--- config.mk ---
export PLATFORM = sky130hd
export DESIGN_NAME = timer_prescaler1
export DESIGN_NICKNAME = d
export VERILOG_FILES = /design/src/rtl/timer_prescaler1.sv
export SDC_FILE = /design/constraint.sdc
export NUM_CORES = 1
export LEC_CHECK = 0
export CAP_MARGIN = 20
export CORE_MARGIN = 1.5
export CORE_UTILIZATION = 38
export CTS_CLUSTER_DIAMETER = 80
export DETAILED_ROUTE_END_ITERATION = 10
export HOLD_SLACK_MARGIN = 0.05
export PLACE_DENSITY = 0.75
export SETUP_SLACK_MARGIN = 0.2
export SYNTH_ARGS = -nofsm -noshare
export SYNTH_HDL_FRONTEND = slang
export SYNTH_SLANG_ARGS = --single-unit
export TNS_END_PERCENT = 50
--- constraint.sdc ---
create_clock -name sysClock -period 1.3 [get_ports sysClock]
set_input_delay 0.195 -clock sysClock [delete_from_list [all_inputs] [get_ports sysClock]]
set_output_delay 0.195 -clock sysClock [all_outputs]
set_load 0.02 [all_outputs]
--- src/rtl/timer_prescaler1.sv ---
`timescale 1ns/1ps
// timer_prescaler1
//
// Clock-select and prescaler stage for the 16-bit Timer/Counter1 core.
// Holds the CS1[2:0] field of TCCR1B and runs a shared, free-running 10-bit
// prescaler. From these it produces count_tick, a registered one-cycle count
// enable at sysClock/1, /8, /64, /256, /1024, or on a synchronised edge of
// the external T1 pin. A PSR10 write through SFIOR clears the prescaler.
//
// Ports
//   sysClock             in   1  system clock, rising-edge active
//   reset                in   1  asynchronous, active-high reset
//   TCCR1B_input         in   8  TCCR1B write data, only [2:0] (CS12:CS10) used
//   TCCR1B_write_enable  in   1  latches TCCR1B_input[2:0] into clock_select
//   SFIOR_input          in   8  SFIOR write data, bit 0 = PSR10
//   SFIOR_write_enable   in   1  qualifies SFIOR_input
//   T1_pin               in   1  external count pin, asynchronous to sysClock
//   count_tick           out  1  registered count enable, one cycle per event
//   clock_select         out  3  currently latched CS1[2:0]
//   prescale_count       out 10  current prescaler value (debug)
//   timer_running        out  1  high when clock_select != 000
//
// There is no valid/ready handshake on this block: writes are single-cycle
// strobes that always take effect at the edge where they are sampled, and
// count_tick is a fire-and-forget enable with no back-pressure.
module timer_prescaler1 (
  input  logic       sysClock,
  input  logic       reset,
  input  logic [7:0] TCCR1B_input,
  input  logic       TCCR1B_write_enable,
  input  logic [7:0] SFIOR_input,
  input  logic       SFIOR_write_enable,
  input  logic       T1_pin,
  output logic       count_tick,
  output logic [2:0] clock_select,
  output logic [9:0] prescale_count,
  output logic       timer_running
);

  typedef enum logic [2:0] {
    CS_STOP     = 3'b000,
    CS_DIV1     = 3'b001,
    CS_DIV8     = 3'b010,
    CS_DIV64    = 3'b011,
    CS_DIV256   = 3'b100,
    CS_DIV1024  = 3'b101,
    CS_T1_FALL  = 3'b110,
    CS_T1_RISE  = 3'b111
  } cs_mode_e;

  cs_mode_e   cs_q;
  logic [9:0] prescaler;
  logic       t1_sync1;
  logic       t1_sync2;
  logic       t1_hist;
  logic [1:0] settle_cnt;

  logic       psr10;
  logic       edge_armed;
  logic       t1_rise;
  logic       t1_fall;
  logic       tick_next;

  // PSR10 is a strobe; it is never stored.
  assign psr10 = SFIOR_write_enable & SFIOR_input[0];

  // Edge detection stays masked until the settle counter saturates, so a T1
  // level already present when reset releases does not look like an edge
  // while the synchroniser and history flops fill up.
  assign edge_armed = (settle_cnt == 2'd3);
  assign t1_rise    = edge_armed &  t1_sync2 & ~t1_hist;
  assign t1_fall    = edge_armed & ~t1_sync2 &  t1_hist;

  always_comb begin
    tick_next = 1'b0;
    case (cs_q)
      CS_STOP:    tick_next = 1'b0;
      CS_DIV1:    tick_next = 1'b1;
      CS_DIV8:    tick_next = (prescaler[2:0] == 3'h7)   & ~psr10;
      CS_DIV64:   tick_next = (prescaler[5:0] == 6'h3f)  & ~psr10;
      CS_DIV256:  tick_next = (prescaler[7:0] == 8'hff)  & ~psr10;
      CS_DIV1024: tick_next = (prescaler     == 10'h3ff) & ~psr10;
      CS_T1_FALL: tick_next = t1_fall;
      CS_T1_RISE: tick_next = t1_rise;
      default:    tick_next = 1'b0;
    endcase
  end

  // Clock-select register. The tick decision above uses the value held
  // before this edge, so a new mode governs ticks from the following edge.
  always_ff @(posedge sysClock or posedge reset) begin
    if (reset) begin
      cs_q <= CS_STOP;
    end else if (TCCR1B_write_enable) begin
      cs_q <= cs_mode_e'(TCCR1B_input[2:0]);
    end
  end

  // Free-running prescaler; not disturbed by clock-select changes.
  always_ff @(posedge sysClock or posedge reset) begin
    if (reset) begin
      prescaler <= 10'd0;
    end else if (psr10) begin
      prescaler <= 10'd0;
    end else begin
      prescaler <= prescaler + 10'd1;
    end
  end

  // T1 path runs in every mode so that switching into an external mode
  // sees an up-to-date history and produces no spurious tick.
  always_ff @(posedge sysClock or posedge reset) begin
    if (reset) begin
      t1_sync1   <= 1'b0;
      t1_sync2   <= 1'b0;
      t1_hist    <= 1'b0;
      settle_cnt <= 2'd0;
    end else begin
      t1_sync1 <= T1_pin;
      t1_sync2 <= t1_sync1;
      t1_hist  <= t1_sync2;
      if (settle_cnt != 2'd3) begin
        settle_cnt <= settle_cnt + 2'd1;
      end
    end
  end

  always_ff @(posedge sysClock or posedge reset) begin
    if (reset) begin
      count_tick <= 1'b0;
    end else begin
      count_tick <= tick_next;
    end
  end

  assign clock_select   = cs_q;
  assign prescale_count = prescaler;
  assign timer_running  = (cs_q != CS_STOP);

endmodule

======== Word level (Yosys, flattened, before mapping) ========
Index checks and enable logic that the tools add are counted.
cells by class
  bitwise gates (word level) .............. 12
  eq/ne operators ......................... 13
  muxes and demuxes ....................... 2
  reductions and logical operators ........ 2
  $add $sub $neg .......................... 2
operators by type and width
  kind                   number
  $eq 3x3->1 const B     5
  $add 10x1->10 const B  1
  $eq 10x10->1 const B   1
  $mux 10                1
  $and 1x1->1            9
  $eq 8x8->1 const B     1
  $pmux 1 s8             1
  $eq 3x2->1 const B     2
  $eq 6x6->1 const B     1
  $eq 3x1->1 const B     1
  $logic_not 3->1        1
  $not 1->1              3
  $reduce_bool 3->1      1
  $add 2x1->2 const B    1
  $eq 2x2->1 const B     1
  $ne 2x2->1 const B     1
storage, ports and cells
  output and inout port bits .............. 15
  bits in registers ....................... 19
  logic and storage cells ................. 38
  input port bits ......................... 21

======== Depth between registers and ports, before layout ========
  word-level depth ........................ 4
  depth in mapped cells ................... 6
  depth with buffers taken out ............ 6

======== Worst setup path after synthesis ========
Ideal clock, no wire load.
  path kind ............................... register -> register
  start ................................... register cs_q[1], in the netlist clock_select[1]
  end ..................................... register count_tick
  clock period less this slack ............ 1513 ps
  stages on the path, launching flop included .. 7
  arrival time ............................ 1427 ps
  path buffers ............................ 0
  library setup time ...................... 87 ps
  required time ........................... 1213 ps
  slack ................................... -213 ps
  path through ............................ dfrtp_1 -> inv_1 -> ha_1 -> nor2b_1 -> o32ai_1 -> a32oi_1 -> o211ai_1
on the way
  cells in the longest elaborated chain, start to end .. 2
  elaborated cells on any way between the ends .. 9
  classes of those cells .................. eq/ne: 7; mux: 1; reduce/logical: 1
RTL lines
  item                                line  source
  from (decl)                         51    cs_mode_e cs_q;
  from (signal assigned)              95    cs_q <= cs_mode_e'(TCCR1B_input[2:0]);
  $eq 3x3->1 (tied with other cells)  76    case (cs_q)
  $pmux 1 s8 *                        76
  named net tick_next                 62    logic tick_next;
  to (signal assigned)                132   count_tick <= tick_next;
  to (decl)                           34    output logic count_tick,
The timed path passes the listed nets; every way through them passes the cells marked *.
A chain may end at the register's enable or synchronous reset.

======== Worst setup path after layout ========
Same ends and word-level chain as after synthesis.

==> impl_metrics.csv <==
group,metric,value,unit
status,outcome,"complete, but fails checks",
status,violations,"negative setup slack",
die,die_x,51.6,µm
timing,rsz0062_at_grt,"yes",
timing,worst_slew_pin_slew,0.243,ns
timing,timing.final.ws_setup,-0.142,ns
timing,setup_tns,-0.275,ns
critical_path,cp_cell_sequence,"buf_6 -> inv_4 -> ha_4 -> nor2b_4 -> o32ai_2 -> a32oi_1 -> o211ai_1",
yosys,synth_area,897,µm²
place,place_area,1280,µm²
global_route,antenna_found_initial,0,
power_and_ir_drop,swShare,0.316,
die,core-area,2210,µm²
layout,fin_cells,153,
timing,max_freq,694,MHz
power_and_ir_drop,p_leak,0.657,nW
die,dieArea,2660,µm²
clocking,cts_tree,"yes",
power_and_ir_drop,power.share.sequential,0.457,
critical_path,critical_path.max_fanout,3,
timing,min_period,1.44,ns
clocking,cts_buffer_depth,2,
layout,utilization,0.657,
power_and_ir_drop,p_comb_frac,0.352,
route,detail_route.iter0.violations,20,
clocking,htreeDepth,1,
timing,finalCritPeriodShare,1.11,
timing,setup_viol,2,
critical_path,required,1.49,ns
timing,hold_viol,0,
yosys,yosysSeqAreaShare,0.530,
critical_path,critPathMaxStageDelay,0.40,ns
power_and_ir_drop,p_int,1.10,mW
critical_path,critPathKind,"register to register",
layout,nNetsFinal,152,
timing,maxSlewHeadroom,0.838,
layout,drive_gt1_frac,0.488,
place,place_hpwl,1450,µm
layout,area_delta_synth_final,61.9,%
die,start_util,0.406,
yosys,avgSynthCellArea,11.4,µm²
global_route,grt_pass1_vias,740,
global_route,grt_max_degree,20,
route,wire_per_inst,13.9,µm
yosys,syn_inst,79,
place,place.gp.congestion,0.788,
critical_path,cp-start-kind,"register",
clocking,root_buffer,"clkbuf_4",
die,rows,17,
critical_path,cp_data_arrival_time,1.63,ns
critical_path,cp-end-kind,"register",
yosys,synth-warning-count,0,
power_and_ir_drop,peakVddDrop,880,µV
global_route,grt_overflow,0,
die,die_y,51.6,µm
clocking,cts.sinks,19,
layout,stdcell_area,1450,µm²
min_path,hold_path_class,"primary input to async pin",
layout,fill_cells,178,
timing,finalMaxSlewViolations,0,
power_and_ir_drop,p_sw,506,µW
yosys,ys_types,25,
route,dr_total_vias,759,
route,ant_nets,0,
job,maxCapViolations,0,
route,detail_route.first_pass.iterations,4,
timing,fin_skew,0.00196,ns
global_route,grt_pass1_wl,3510,µm
critical_path,reg2reg_depth,7,
clocking,path_clk_slew,0.11,ns
yosys,ys_ff_latch,19,
route,viasPerCell,4.96,
global_route,track_usage,0.182,
layout,antennaDiodeCount,0,
route,routed_wl,2130,µm
place,place_inst,139,
route,drc,0,
yosys,synth_fp_nets,105,
critical_path,crit_path_top_delay_cell,"dfrtp_2",
clocking,numCtsBuffers,3,
place,portBuffers,23,
power_and_ir_drop,clkPwrFrac,0.191,
die,ioPinCount,36,
clocking,clock_latency,0.30,ns
power_and_ir_drop,p_per_area,1100,nW/µm²
timing,fin_worst_hold_slack,0.194,ns
power_and_ir_drop,power,1.60,mW
place,place_ws,-0.175,ns
cells in the final DEF (no fill, tap or decap), types with 2 or more instances in the layout:
| cell | instances |
|---|---|
| nor2b_1 | 2 |
| o21ai_0 | 2 |
| mux2_4 | 2 |
| ha_1 | 2 |
| dfrtp_2 | 7 |
| xor2_1 | 6 |
| clkdlybuf4s50_1 | 8 |
| nand2b_1 | 2 |
| buf_2 | 3 |
| nand2_1 | 4 |
| nor2_1 | 11 |
| dfrtp_1 | 12 |
| and3_4 | 3 |
| buf_4 | 11 |
| buf_6 | 21 |
| nand4_1 | 4 |
| ha_4 | 3 |
| clkbuf_4 | 3 |
metal layers:
layer  share of wire  track usage  vias to the layer above  wire, µm
met5               0            0                        -         0
met4           0.011       0.0658                        0        23
met3           0.045       0.0345                        2        96
met2            0.50        0.291                       21      1060
met1            0.45        0.247                      368       956
li1                -            -                      368         -
synth_stat cells (all sizes together):
cell	n	share of area
nand4b	1	0.0098
nand2	4	0.017
o21ai	2	0.011
inv	2	0.0084
nand3b	1	0.0084
and2	3	0.022
nand4	4	0.028
or3	1	0.0070
xnor2	2	0.020
buf	1	0.013
nor2	11	0.046
nand2b	2	0.014
xor2	6	0.059
o211ai	1	0.0084
ha	5	0.070
a21boi	1	0.0084
nor2b	3	0.021
a32oi	1	0.0098
and3	3	0.032
mux2	3	0.038
nand3	2	0.011
dfrtp	19	0.53
o32ai	1	0.0098
final timing paths:
kind	from	endpoint	slack (ns)
min in group sysClock	T1_pin	t1_sync1$_DFF_PP0_	0.32
setup reg to reg	clock_select[1]$_DFFE_PP0P_	count_tick$_DFF_PP0_	-0.14
hold / removal	reset	prescale_count[9]$_DFF_PP0_	0.19
hold reg to reg	t1_sync1$_DFF_PP0_	t1_sync2$_DFF_PP0_	0.36
max in group asynchronous	reset	clock_select[1]$_DFFE_PP0P_	0.89
setup / recovery	clock_select[1]$_DFFE_PP0P_	count_tick$_DFF_PP0_	-0.14
sequential cells by signal, summed over array words and instances (netlist names):
name	cells
settle_cnt	2
count_tick	1
prescale_count	10
t1_sync1	1
clock_select	3
t1_hist	1
t1_sync2	1
power by group through the flow:
stage	registers (mW)	clock network (mW)	logic (mW)
after floorplan	0.818	0	0.165
after global placement	0.738	0	0.443
after detailed placement	0.743	0	0.463
after CTS	0.732	0.306	0.514
after global routing	0.741	0.341	0.616
final	0.732	0.306	0.564
worst max-delay path, delay by kind of cell (launching register included):
family	cells	cell delay [ns]
buffers and inverters	2	0.16
DFF	1	0.40
adders and majority gates	1	0.25
AOI/OAI and AO/OA	3	0.37
and+or+nand+nor	1	0.15
cells by family after synthesis:
kind of cell,share of synthesized area
XOR/XNOR,0.0781
buffers and inverters,0.0209
adder cells (fa/ha/maj),0.0697
AND/OR/NAND/NOR,0.216
multiplexers,0.0377
flip-flops,0.530
AO/OA/AOI/OAI,0.0474
timing repair:
action,CTS,global route
setup endpoints to repair,20,23
gates resized for setup,83,18
hold buffers,0,0
pin swaps,12,16
gates cloned,0,0
setup buffers,7,3
area by class of cell:
cell class | count | area, µm² | share of cell area
flip-flops and latches | 19 | 484 | 0.333
multi-input cells | 57 | 483 | 0.332
well taps | 28 | 35.0 | 0.0241
clock buffers | 4 | 26.3 | 0.0181
repair buffers | 43 | 414 | 0.285
inverters | 2 | 10.0 | 0.00689
Power figures use the tool's default switching activity.
